**config.mk**
```make
export PLATFORM = sky130hd
export DESIGN_NAME = rxll_rd_ctrl
export DESIGN_NICKNAME = d
export VERILOG_FILES = /design/src/rtl/rxll_rd_ctrl.sv
export SDC_FILE = /design/constraint.sdc
export NUM_CORES = 1
export LEC_CHECK = 0
export CORE_UTILIZATION = 45
export CTS_CLUSTER_DIAMETER = 150
export DETAILED_ROUTE_END_ITERATION = 8
export PLACE_DENSITY = 0.84
export SLEW_MARGIN = 20
export SYNTH_ARGS = -nofsm -noshare
export SYNTH_HDL_FRONTEND = slang
export SYNTH_SLANG_ARGS = --single-unit
```
**constraint.sdc**
```tcl
create_clock -name rd_clk -period 4.45 [get_ports rd_clk]
set_clock_uncertainty 0.1 [all_clocks]
set_input_delay 0.445 -clock rd_clk [delete_from_list [all_inputs] [get_ports rd_clk]]
set_output_delay 0.445 -clock rd_clk [all_outputs]
set_load 0.05 [all_outputs]
```
**src/rtl/rxll_rd_ctrl.sv**
```systemverilog
// ---------------------------------------------------------------------------
// rxll_rd_ctrl -- read-side sequencer for the SATA receive link-layer FIFO.
//
// Drains 36-bit FWFT FIFO words ([31:0] data, [32] SOF, [33] ERR, [34] EOF,
// [35] reserved) into the DMA write port one burst at a time, and reports the
// length and error status of every closed frame. Oversized, aborted and
// SOF-truncated frames are flagged bad; the undeliverable tail of an oversized
// or aborted frame is popped and discarded up to its EOF word.
//
// Ports
//   rd_clk, rst    clock; synchronous active-high reset
//   enable         allows new bursts to be requested
//   abort          1-cycle pulse: discard the rest of the current frame
//   fifo_*         FWFT FIFO read side (head word, empty, count, EOF queued, pop)
//   dma_req/gnt    burst request / 1-cycle grant
//   dma_data/valid/ready/last   burst write data handshake
//   frm_done       1-cycle pulse when a frame closes
//   frm_len/err    length (dwords, incl. EOF word) and error of the last frame
// ---------------------------------------------------------------------------
module rxll_rd_ctrl #(
    parameter int C_BURST     = 16,
    parameter int C_MAX_WORDS = 2049
) (
    input  logic        rd_clk,
    input  logic        rst,
    input  logic        enable,
    input  logic        abort,
    input  logic [35:0] fifo_rd_do,
    input  logic        fifo_empty,
    input  logic [9:0]  fifo_count,
    input  logic        fifo_eof_rdy,
    output logic        fifo_rd_en,
    output logic        dma_req,
    input  logic        dma_gnt,
    output logic [31:0] dma_data,
    output logic        dma_valid,
    input  logic        dma_ready,
    output logic        dma_last,
    output logic        frm_done,
    output logic [15:0] frm_len,
    output logic        frm_err
);

    localparam int              BW          = (C_BURST > 1) ? $clog2(C_BURST) : 1;
    localparam logic [BW-1:0]   BCNT_LAST   = BW'(C_BURST - 1);
    localparam logic [9:0]      BURST_WORDS = 10'(C_BURST);
    localparam logic [15:0]     MAX_M1      = 16'(C_MAX_WORDS - 1);

    typedef enum logic [2:0] {
        IDLE,
        REQ,
        XFER,
        FLUSH,
        DONE
    } state_t;

    state_t          state;
    logic [BW-1:0]   bcnt;        // beats popped in the current burst
    logic [15:0]     flen;        // words popped in the current frame (saturating)
    logic            ferr;        // sticky error for the current frame
    logic            abort_pend;  // abort seen in XFER with no beat accepted yet

    logic            head_sof;
    logic            head_err;
    logic            head_eof;
    logic            oversize;
    logic            abort_now;
    logic            mid_sof;
    logic            beat;
    logic [15:0]     flen_inc;
    logic            unused_rsvd;

    assign head_sof    = fifo_rd_do[32];
    assign head_err    = fifo_rd_do[33];
    assign head_eof    = fifo_rd_do[34];
    assign unused_rsvd = fifo_rd_do[35];

    // The word that would make the frame C_MAX_WORDS long without being its EOF.
    assign oversize  = (flen == MAX_M1) && !head_eof;
    assign abort_now = abort || abort_pend;
    assign flen_inc  = (flen == 16'hFFFF) ? flen : flen + 16'd1;
    assign beat      = dma_valid && dma_ready;

    // The DMA handshake must follow the FWFT head in the same cycle, so these
    // outputs are decoded combinationally from the registered state.
    // NOTE: every always_comb output gets a default first, so no path leaves it unassigned and no latch is inferred.
    always_comb begin
        mid_sof    = 1'b0;
        dma_valid  = 1'b0;
        dma_last   = 1'b0;
        fifo_rd_en = 1'b0;
        dma_data   = '0;
        if (state == XFER) begin
            // A SOF on a non-first word closes the open frame; the SOF word
            // stays at the FIFO head to start the next frame.
            mid_sof    = !fifo_empty && head_sof && (flen != 16'd0);
            dma_valid  = !fifo_empty && !mid_sof;
            dma_last   = dma_valid && ((bcnt == BCNT_LAST) || head_eof || oversize || abort_now);
            fifo_rd_en = dma_valid && dma_ready;
            dma_data   = fifo_rd_do[31:0];
        end else if (state == FLUSH) begin
            fifo_rd_en = !fifo_empty;
        end
    end

    // NOTE: sequential state uses non-blocking assignments only, so every flop samples pre-edge values.
    always_ff @(posedge rd_clk) begin
        if (rst) begin
            state      <= IDLE;
            bcnt       <= '0;
            flen       <= '0;
            ferr       <= 1'b0;
            abort_pend <= 1'b0;
            dma_req    <= 1'b0;
            frm_done   <= 1'b0;
            frm_len    <= '0;
            frm_err    <= 1'b0;
        end else begin
            frm_done <= 1'b0;
            case (state)
                IDLE: begin
                    if (enable && ((fifo_count >= BURST_WORDS) || fifo_eof_rdy)) begin
                        state   <= REQ;
                        dma_req <= 1'b1;
                    end
                end

                REQ: begin
                    // abort wins over a simultaneous grant
                    if (abort) begin
                        state   <= FLUSH;
                        dma_req <= 1'b0;
                        ferr    <= 1'b1;
                    end else if (dma_gnt) begin
                        state   <= XFER;
                        dma_req <= 1'b0;
                    end
                end

                XFER: begin
                    ferr <= ferr | abort | mid_sof | (beat && ((head_eof && head_err) || oversize));
                    if (mid_sof) begin
                        bcnt       <= '0;
                        abort_pend <= 1'b0;
                        state      <= DONE;
                    end else if (beat) begin
                        flen <= flen_inc;
                        if (dma_last) begin
                            bcnt       <= '0;
                            abort_pend <= 1'b0;
                            if (head_eof)
                                state <= DONE;
                            else if (oversize || abort_now)
                                state <= FLUSH;
                            else
                                state <= IDLE;   // frame continues in a later burst
                        end else begin
                            bcnt <= bcnt + 1'b1;
                        end
                    end else if (abort) begin
                        abort_pend <= 1'b1;      // force dma_last on the next beat
                    end
                end

                FLUSH: begin
                    if (!fifo_empty) begin
                        flen <= flen_inc;
                        if (head_eof)
                            state <= DONE;
                    end
                end

                DONE: begin
                    frm_done <= 1'b1;
                    frm_len  <= flen;
                    frm_err  <= ferr;
                    flen     <= '0;
                    ferr     <= 1'b0;
                    state    <= IDLE;
                end

                default: state <= IDLE;
            endcase
        end
    end

endmodule

```
==> impl_metrics.tcl, run 1 <==
set metrics [dict create \
    synthArstFlopShare_pct 0 \
    die_w_um 77.7 \
    grt_pass1_vias 2654 \
    fp.coreArea_um2 5510 \
    synth_nets 397 \
    vias_per_cell 5.66 \
    first_pass_iters 4 \
    critPathMaxStageDelay_ns 0.82 \
    dpl.hpwl_um 5870 \
    gp_congestion 0.895 \
    floorplan.die.height_um 77.7 \
    reg2reg_to "flen[8]$_SDFFE_PP0P_" \
    ir_drop_mv 0.205 \
    ant_nets 0 \
    area_growth_pct 43.4 \
    routed_wl_um 7690 \
    finalSetupTns_ns 0 \
    cts_buffers 5 \
    period_minus_slack_ns 3.42 \
    synthTopCellsByCount "nand2_1 (53), dfxtp_1 (44), and2_1 (33)" \
    synthTopCellsByArea "dfxtp_1 (34%), and2_1 (8.0%), nand2_1 (7.7%), a21oi_1 (5.8%), o31ai_1 (3.2%)" \
    worstHoldStart "frm_len[11]$_SDFFE_PP0P_" \
    ios 108 \
    wire_per_inst_um 15.4 \
    postCtsSetupRepairBufs 0 \
    reg2reg_setup_slack_ns 1.76 \
    yosysUniqueCellTypes 55 \
    yosysMostFrequentCell "nand2_1" \
    fp-row-count 27 \
    critical-path-slowest-cell "clkdlybuf4s50_1" \
    worstPathCellList "clkdlybuf4s50_1, or4b_1, nor2_1, o21ai_0, o21ai_0, clkdlybuf4s50_1" \
    synthFlopType "dfxtp_1" \
    die_area_um2 6030 \
    critPathMaxFanout 7 \
    finalSetupViolCount 0 \
    p_sw_share_pct 40.3 \
    vias 2835 \
    hold_viol 0 \
    final_util_pct 67.1 \
    maxSlewViolCount 0 \
    grt_util_all_layers_pct 26.4 \
    drc 0 \
    p_comb_share_pct 41.6 \
    grt_first_pass_wirelength_um 12400 \
    grt_start_max_net_pins 32 \
    cap_violations 0 \
    cts_max_level 2 \
    yosys.area.top_type "dfxtp_1" \
    cp_data_arrival_time_ns 2.87 \
    rsz0062_at_grt "no" \
    port_buffers 102 \
    worst_pin_slew_ns 0.724 \
    p_switching_uw 476 \
    cts.repair.resized 0 \
    fill_cells 466 \
    holdWs_ns 0.356 \
    relSlewSlack_pct 51.6 \
    netlist_area_um2 2580 \
    crit_path_start_kind "input pin" \
    seqPwrFrac_pct 37.5 \
    powerDensity_nw_per_um2 320 \
    status "completed" \
    synth_area_per_cell_um2 7.58 \
    critPathCapture "fifo_rd_en" \
    ys_ff_latch 44 \
    clock-sinks 44 \
    intPower_uw 705 \
    gr-total-overflow 0 \
    fin_crit_sh_pct 76.8 \
    max_freq_mhz 293 \
    rr_worst_depth 6 \
    r2r_start "state[2]$_SDFFE_PP0P_" \
    cts_tree "done" \
    layout-drive-gt1-share_pct 3.74 \
    pwr-share-clk_pct 20.8 \
    drt_iter0_markers 238 \
    yosys.area.top_type_share_pct 34.2 \
    cp-startpoint "fifo_empty" \
    start_util_pct 46.8 \
    synth-warning-count 0 \
    synth-edff-count 0 \
    cp_data_required_time_ns 3.90 \
    insertion_delay_ns 0.30 \
    power.leakage_uw 0.00126 \
    nets 485 \
    hold_buffers 0 \
    crit_path_end_kind "primary output" \
    hold_path.class "reg2reg" \
    synth_cells 340 \
    grt_antenna_before_repair 1 \
    clk_pin_slew_ns 0.08 \
    seq_area_frac_synth_pct 34.2 \
    clockBufferDepth 2 \
    cts-root-buf "clkbuf_8" \
    path_class "in2out" \
]
-- power groups by stage --
stage	clock (µW)	combinational, µW	sequential (µW)
2_1_floorplan	0	331	440
3_3_place_gp	0	484	452
3_5_place_dp	0	487	452
4_1_cts	248	490	443
5_1_grt	270	521	448
6_report	246	492	444
-- cell type report --
cell class | count | area, µm² | area share [%]
Antenna cell | 1 | 2.50 | 0.0678
Multi-Input combinational cell | 263 | 1560 | 42.2
Clock inverter | 2 | 12.5 | 0.339
Tap cell | 72 | 90.1 | 2.44
Timing Repair Buffer | 106 | 1050 | 28.5
Sequential cell | 44 | 881 | 23.8
Inverter | 8 | 30.0 | 0.813
Clock buffer | 5 | 68.8 | 1.86
-- worst max-delay path: cells and delay by family --
kind	cells	cell delay, ns
buffers and inverters	2	1.33
AND/OR/NAND/NOR	2	0.76
AO/OA/AOI/OAI	2	0.33
-- metrics by stage --
| step | total power (µW) | area, µm² | std cells | setup slack [ns] |
|---|---|---|---|---|
| finish | 1180 | 3690 | 501 | 1.03 |
| detailed placement | 939 | 3600 | 493 | 1.07 |
| floorplan | 772 | 2580 | 340 | 1.91 |
| global placement | 936 | 3600 | 493 | 1.10 |
| global route | 1240 | 3690 | 501 | 0.867 |
| CTS | 1180 | 3680 | 500 | 1.05 |
-- sequential cells by signal (all words and copies together), names as in the netlist, 3 cells and up --
register / cells
flen: 16
frm_len: 16
state: 3
bcnt: 4
-- kinds of logic (layout without fill, tap and decap cells) --
logic type | after synthesis | in the layout | synth area share, %
flip-flops | 44 | 44 | 34.2
AND/OR/NAND/NOR | 178 | 178 | 37.3
multiplexers | 5 | 5 | 1.94
buffers and inverters | 33 | 121 | 5.78
XOR/XNOR | 1 | 1 | 0.340
adder cells (fa/ha/maj) | 3 | 3 | 1.46
AO/OA/AOI/OAI | 76 | 76 | 19.0
other | 0 | 1 | 0
-- layout by cell type (no fill, tap or decap), types with 3 or more instances in the layout --
cell             instances
nand3_1                 12
o21ai_0                  8
clkdlybuf4s50_1        102
nor3_1                   7
or4_1                   11
nand4_1                  8
or3_1                    6
nand2b_1                 7
nor4_1                   5
buf_4                    4
dfxtp_1                 44
and2_1                  33
and3_1                   4
a21oi_1                 30
ha_1                     3
mux2i_1                  5
o31ai_1                 11
clkbuf_8                 5
nor2_1                  17
nand2_1                 53
inv_1                    8
-- per-layer routing --
metal | global-route usage (%) | up-vias | share of wire [%]
li1 | - | 1400 | -
met1 | 28.5 | 1291 | 38
met2 | 47.9 | 132 | 53
met3 | 7.41 | 12 | 8.0
met4 | 10.8 | 0 | 1.7
met5 | 0 | - | 0
-- worst min path at each step --
stage	endpoint	slack (ns)	depth (start not counted)
floorplan	abort_pend$_SDFFE_PP0P_	0.33	2
global placement	frm_len[6]$_SDFFE_PP0P_	0.34	2
detailed placement	frm_len[1]$_SDFFE_PP0P_	0.35	2
CTS	frm_len[1]$_SDFFE_PP0P_	0.36	2
global route	frm_len[3]$_SDFFE_PP0P_	0.38	2
finish	frm_len[11]$_SDFFE_PP0P_	0.36	2
Power figures use the tool's default switching activity.
==> inputs of run 2 (changes only) <==
- CORE_UTILIZATION: 45 -> 43
- PLACE_DENSITY: 0.84 -> 0.81
- clock period: 4.45 -> 3.5 ns (I/O delays scaled with it)
==> impl_metrics.tcl, run 2 (synthesized netlist as in run 1, its figures left out) <==
set metrics [dict create \
    grt_pass1_vias 2660 \
    grt_util_all_layers_pct 23.2 \
    status "completed" \
    cts-root-buf "clkbuf_8" \
    first_pass_iters 4 \
    drc 0 \
    power.leakage_uw 0.00128 \
    maxSlewViolCount 0 \
    ant_nets 0 \
    finalSetupViolCount 0 \
    crit_path_start_kind "register" \
    clock-sinks 44 \
    hold_buffers 0 \
    total_power_uw 1520 \
    layout-drive-gt1-share_pct 4.64 \
    worst_pin_slew_ns 0.707 \
    dpl.hpwl_um 5550 \
    area_growth_pct 44.0 \
    grt_start_max_net_pins 28 \
    nets 487 \
    fp-row-count 27 \
    final_common_cell "clkdlybuf4s50_1" \
    die_w_um 79.4 \
    ir_drop_mv 0.277 \
    routed_wl_um 7250 \
    ios 108 \
    cts.repair.resized 0 \
    path_class "reg2out" \
    insertion_delay_ns 0.29 \
    worstHoldStart "frm_len[15]$_SDFFE_PP0P_" \
    clockBufferDepth 2 \
    postCtsSetupRepairBufs 0 \
    finalSetupTns_ns 0 \
    cp_data_arrival_time_ns 2.74 \
    clk_pin_slew_ns 0.08 \
    vias_per_cell 5.78 \
    gr-total-overflow 0 \
    gp_congestion 0.878 \
    port_buffers 102 \
    antenna_cells 0 \
    die_area_um2 6300 \
    relSlewSlack_pct 52.8 \
    cts_tree "done" \
    start_util_pct 45.7 \
    vias 2906 \
    fin_crit_sh_pct 91.2 \
    grt_first_pass_wirelength_um 11700 \
    largestRegisters "flen (16), frm_len (16), bcnt (4)" \
    critPathMaxFanout 6 \
    rsz0062_at_grt "no" \
    cap_violations 0 \
    hold_path.class "reg2reg" \
    r2r_start "state[2]$_SDFFE_PP0P_" \
    wire_per_inst_um 14.4 \
    powerDensity_nw_per_um2 409 \
    fp.coreArea_um2 5640 \
    period_minus_slack_ns 3.19 \
    floorplan.die.height_um 79.4 \
    final_cell_mix "clkdlybuf4s50_1 (101), nand2_1 (53), dfxtp_1 (44), and2_1 (33), a21oi_1 (30)" \
    drt_iter0_markers 195 \
    cp-startpoint "flen[0]$_SDFFE_PP0P_" \
    crit_path_end_kind "primary output" \
    max_freq_mhz 313 \
    hold_viol 0 \
    grt_antenna_before_repair 0 \
    cts_buffers 5 \
    cp_data_required_time_ns 3.05 \
    cts_max_level 2 \
]
## run 2: cell count changes in the layout (fill, tap and decap cells not counted), sizes merged
cell           delta
buf               +3
clkbuf            +1
clkdlybuf4s50     -1
clkinv            +1
clkinvlp          -1
diode             -1
## run 2: area by class of cell
type	instances	area [µm²]
fillers	512	1930
multi-input cells	263	1550
repair buffers	108	1060
flip-flops and latches	44	881
well taps	72	90.1
clock buffers	6	82.6
inverters	8	30.0
clock inverters	2	10.0
## run 2: layer usage
layer	part of all wire, %	track usage [%]	vias up
met5	0	0	-
met4	2.0	8.36	0
met3	8.3	5.49	18
met2	52	42.6	156
met1	38	25.9	1330
li1	-	-	1402
## run 2: worst max-delay path: stages (launching register included)
cell and delay (ns):
dfxtp_1 0.36, inv_1 0.09, ha_1 0.15, nor4b_1 0.34, nand4_1 0.28, o22a_1 0.28, nor2_1 0.13, clkdlybuf4s50_1 0.82
## run 2: metrics by stage
stage,setup slack [ns],instances,util (%),hold slack (ns),area (µm²)
2_1_floorplan,1.05,340,-,0.329,2580
3_3_place_gp,0.665,495,64.1,0.344,3620
3_5_place_dp,0.586,495,64.1,0.348,3620
4_1_cts,0.324,503,65.7,0.360,3710
5_1_grt,0.139,503,65.7,0.379,3710
6_report,0.308,503,65.7,0.356,3710
## run 2: worst paths after layout
| check | endpoint | slack [ns] | cells past startpoint |
|---|---|---|---|
| hold / removal | frm_len[15]$_SDFFE_PP0P_ | 0.36 | 2 |
| setup reg to reg | flen[7]$_SDFFE_PP0P_ | 0.80 | 6 |
| hold reg to reg | frm_len[15]$_SDFFE_PP0P_ | 0.36 | 2 |
| setup / recovery | dma_last | 0.31 | 7 |
## run 2: power breakdown
part	switching, µW	internal [µW]	total, µW	leakage (µW)
Sequential	42.2	522	564	0.000355
Clock	170	158	328	0.0000510
Combinational	382	243	625	0.000870
==> edit 1: new RTL, settings of run 2 <==
The parameter `C_BURST` goes from 16 to 32.
--- a/src/rtl/rxll_rd_ctrl.sv
+++ b/src/rtl/rxll_rd_ctrl.sv
@@ -18,7 +18,7 @@
 //   frm_len/err    length (dwords, incl. EOF word) and error of the last frame
 // ---------------------------------------------------------------------------
 module rxll_rd_ctrl #(
-    parameter int C_BURST     = 16,
+    parameter int C_BURST     = 32,
     parameter int C_MAX_WORDS = 2049
 ) (
     input  logic        rd_clk,
Function: changed (a bounded check fails within 4 cycles, from zero or initial values and one cycle with rst high).
==> edit 1 against run 2 <==
  * Fmax barely moved
  * Sequential cell count is 1 higher
  * First-iteration DRC count is 25% lower
  * Wire length decreased by 4.4%
  * Clock power up 5%
  * Area after synthesis about the same
  * Hold slack better by 0.0012 ns
  * Power rose by 20%
  * Cell area increased by 0.40%
  * Die area is essentially flat
  * Largest cell class unchanged
  * Combinational power increased by 44%
  * Setup slack worse by 0.0012 ns
  * Count of clock-buffer cells in the layout unchanged
  * Via count down 7.0%
==> edit 1: results (changes against run 2) <==
| Metric | Value |
|---|---|
| Status | `finished, final reports clean (unchanged)` |
| Power Clock | `0.000343 W (was 0.000328 W)` |
| Largest net degree at the start of global routing | `36 (was 28)` |
| Worst Min Path Start | `frm_len[11] (was frm_len[15])` |
| Detailed Place HPWL | `5236 microns (was 5552 microns)` |
| WL met2 | `3598 microns (was 3736 microns)` |
| P_leak | `1.317 nW (was 1.276 nW)` |
| First-pass GRT wire length | `11720 microns (was 11700 microns)` |
| Final WS setup | `0.3068 ns (was 0.3080 ns)` |
| Mux cell area share after synthesis | `0.008264 (was 0.01943)` |
| Main synth FF type | `dfxtp_1 (unchanged)` |
| Post-Synth XOR/XNOR Area | `0.003403 (was 0.003400)` |
| Compound-gate portion of the synthesized area | `0.2120 (was 0.1899)` |
| Placer Congestion | `0.8376 (was 0.8783)` |
| Switch Pwr | `0.0007900 W (was 0.0005940 W)` |
| Sequential share of the synthesized area | `0.3500 (was 0.3419)` |
| Hold endpoint | `frm_len[11] (was frm_len[15])` |
| M1 GR Usage | `0.2491 (was 0.2591)` |
| Crit-path max cell delay | `0.84 ns (was 0.82 ns)` |
| Place WS | `0.4885 ns (was 0.5862 ns)` |
| Final #Nets | `471 (was 487)` |
| Max VDD drop | `446.9 uV (was 277.4 uV)` |
| Vias in the first global route | `2696 (was 2660)` |
| Total GRT Usage | `0.2357 (was 0.2323)` |
| Met1 WL | `2678 microns (was 2768 microns)` |
| Worst hold slack | `0.3571 ns (was 0.3559 ns)` |
| Synth Area in Adders | `0.01945 (was 0.01457)` |
| P_comb | `0.000897 W (was 0.000625 W)` |
| Syn_area_per_cell | `7.993 sq um (was 7.577 sq um)` |
| Top flop regs | `flen x16, frm_len x16, bcnt x5 (was flen x16, frm_len x16, bcnt x4)` |
| Worst relative slew slack | `0.5945 (was 0.5284)` |
| Met3 wire len | `592 microns (was 599 microns)` |
| Non-Filler Instances | `486 (was 503)` |
| Placed Area | `3625 sq um (was 3616 sq um)` |
| Setup crit end | `dma_valid (was dma_last)` |
| FF-to-FF setup slack | `1.08 ns (was 0.80 ns)` |
| Synth top cells by count | `dfxtp_1, nand2_1, a21oi_1, and2_1, clkbuf_1 (was nand2_1, dfxtp_1, and2_1, a21oi_1, nor2_1)` |
| Logic gate share of total power | `0.491 (was 0.412)` |
| Met3 usage | `0.08276 (was 0.05486)` |
| Synth area leaders | `dfxtp_1, and2_1, a21oi_1 (was dfxtp_1, and2_1, nand2_1)` |
| Placed Instances | `478 (was 495)` |
| Port buffer count | `101 (was 102)` |
| Worst R2R Start | `flen[0] (was state[2])` |
| Synth async-reset ratio | `0 (unchanged)` |
| R2R Path End | `flen[15] (was flen[7])` |
## edit 1: changes by cell type after synthesis, moves of 4 or more
cell	delta
nand2_1	-9
a21oi_1	+7
mux2i_1	-4
nand4_1	-4
nor3b_1	+4
nor4_1	-4
o21ai_1	+4
## edit 1: critical path, delay by kind of cell, from the launching register on
family	cells	cell delay (ns)
buf+inv	2	0.94
fa+ha+maj	1	0.18
compound gates	1	0.36
flops	1	0.36
simple gates	2	0.60
## edit 1: logic make-up after synthesis
family          Yosys count
compound gates           82
fa+ha+maj                 4
mux                       2
flops                    45
simple gates            157
xor+xnor                  1
buf+inv                  31
## edit 1: final cells by class
class | instances | area [sq um]
clock buffers | 6 | 82.58
clock inverters | 2 | 13.76
fillers | 482 | 1918
inverters | 8 | 30.03
multi-input cells | 246 | 1548
flip-flops and latches | 45 | 900.9
well taps | 72 | 90.09
repair buffers | 107 | 1059
==> edit 2: new RTL, settings of run 2 <==
Made on the original files. The 5 states of `state_t` get a Gray code encoding in 3 bits.
--- a/src/rtl/rxll_rd_ctrl.sv
+++ b/src/rtl/rxll_rd_ctrl.sv
@@ -47,11 +47,11 @@
     localparam logic [15:0]     MAX_M1      = 16'(C_MAX_WORDS - 1);
 
     typedef enum logic [2:0] {
-        IDLE,
-        REQ,
-        XFER,
-        FLUSH,
-        DONE
+        IDLE  = 3'b000,
+        REQ   = 3'b001,
+        XFER  = 3'b011,
+        FLUSH = 3'b010,
+        DONE  = 3'b110
     } state_t;
 
     state_t          state;
Check against the original RTL: no difference found for any inputs over 10 cycles, from zero or initial values and one cycle with rst high; not proved beyond that.
==> edit 2 against run 2 <==
  * Via count is 7.6% lower
  * Count of clock-buffer cells in the layout rose by 1
  * Critical path depth did not move
  * Sequential cell count stayed put
  * Utilization down 0.25 points
  * Wire length down 4.7%
  * Area after synthesis shrank 4.4%
  * Power fell by 11%
  * Combinational power is 27% lower
  * Cell area shrank 2.8%
  * Critical path type unchanged
  * Sequential share of layout area up 0.68 points
  * Setup slack better by 0.048 ns
==> edit 2: results (changes against run 2) <==
| Metric | Value |
|---|---|
| Detailed Place HPWL | `5164 microns (was 5552 microns)` |
| First-pass GRT wire length | `11140 microns (was 11700 microns)` |
| P_comb | `0.000458 W (was 0.000625 W)` |
| Initial drt markers | `255 (was 195)` |
| Status | `finished, final reports clean (unchanged)` |
| Slowest stage cell, crit path | `nor4_2 (was clkdlybuf4s50_1)` |
| M1 GR Usage | `0.2552 (was 0.2591)` |
| P_leak | `1.242 nW (was 1.276 nW)` |
| Total GRT Usage | `0.2318 (was 0.2323)` |
| Met3 usage | `0.07412 (was 0.05486)` |
| WL met2 | `3461 microns (was 3736 microns)` |
| Arr. time, crit path | `2.69 ns (was 2.74 ns)` |
| Final Total Pwr | `0.001347 W (was 0.001517 W)` |
| Mapped Cells | `321 (was 340)` |
| Share of layout cells above drive strength 1 | `0.05314 (was 0.04640)` |
| Crit-path max cell delay | `0.56 ns (was 0.82 ns)` |
| Synth area leaders | `dfxtp_1, and2_1, nand2_1 (unchanged)` |
| Compound-gate portion of the synthesized area | `0.2052 (was 0.1899)` |
| Netlist cell types | `48 (was 55)` |
| Non-Filler Instances | `486 (was 503)` |
| Post-Synth XOR/XNOR Area | `0 (was 0.003400)` |
| Placed Instances | `478 (was 495)` |
| Sequential share of the synthesized area | `0.3575 (was 0.3419)` |
| Worst-Margin Slew | `0.7751 ns (was 0.7075 ns)` |
| Placer Congestion | `0.8465 (was 0.8783)` |
| Met1 WL | `2705 microns (was 2768 microns)` |
| Syn-to-layout area delta | `46.37% (was 43.95%)` |
| DRT Wirelength | `6906 microns (was 7250 microns)` |
| Fillers | `485 (was 512)` |
| Place WS | `0.4453 ns (was 0.5862 ns)` |
| Final #Nets | `470 (was 487)` |
## edit 2: worst paths after layout
| check | slack, ns | endpoint | from | cells after the start |
|---|---|---|---|---|
| worst max-delay path | 0.36 | dma_last | flen[0] | 7 |
| worst min-delay path | 0.36 | frm_len[14] | frm_len[14] | 2 |
| worst min register to register | 0.36 | frm_len[14] | frm_len[14] | 2 |
| worst max register to register | 0.67 | flen[12] | flen[0] | 7 |
## edit 2: critical path: cells and delay by family, from the launching register on
kind / cells / cell delay (ns)
and+or+nand+nor: 4 / 1.54
DFF: 1 / 0.36
buffers and inverters: 2 / 0.35
adders and majority gates: 1 / 0.15
## edit 2: area by class of cell
type	instances	share of cell area
clock buffers	7	0.02394
clock inverters	1	0.002082
flip-flops and latches	44	0.2443
well taps	72	0.02498
inverters	8	0.008328
repair buffers	105	0.2887
multi-input cells	249	0.4077
## edit 2: what timing repair did
action | 4_1_cts | 5_1_grt
resized for setup | 0 | 1
setup endpoints to repair | 0 | 1
hold buffers | 0 | 0
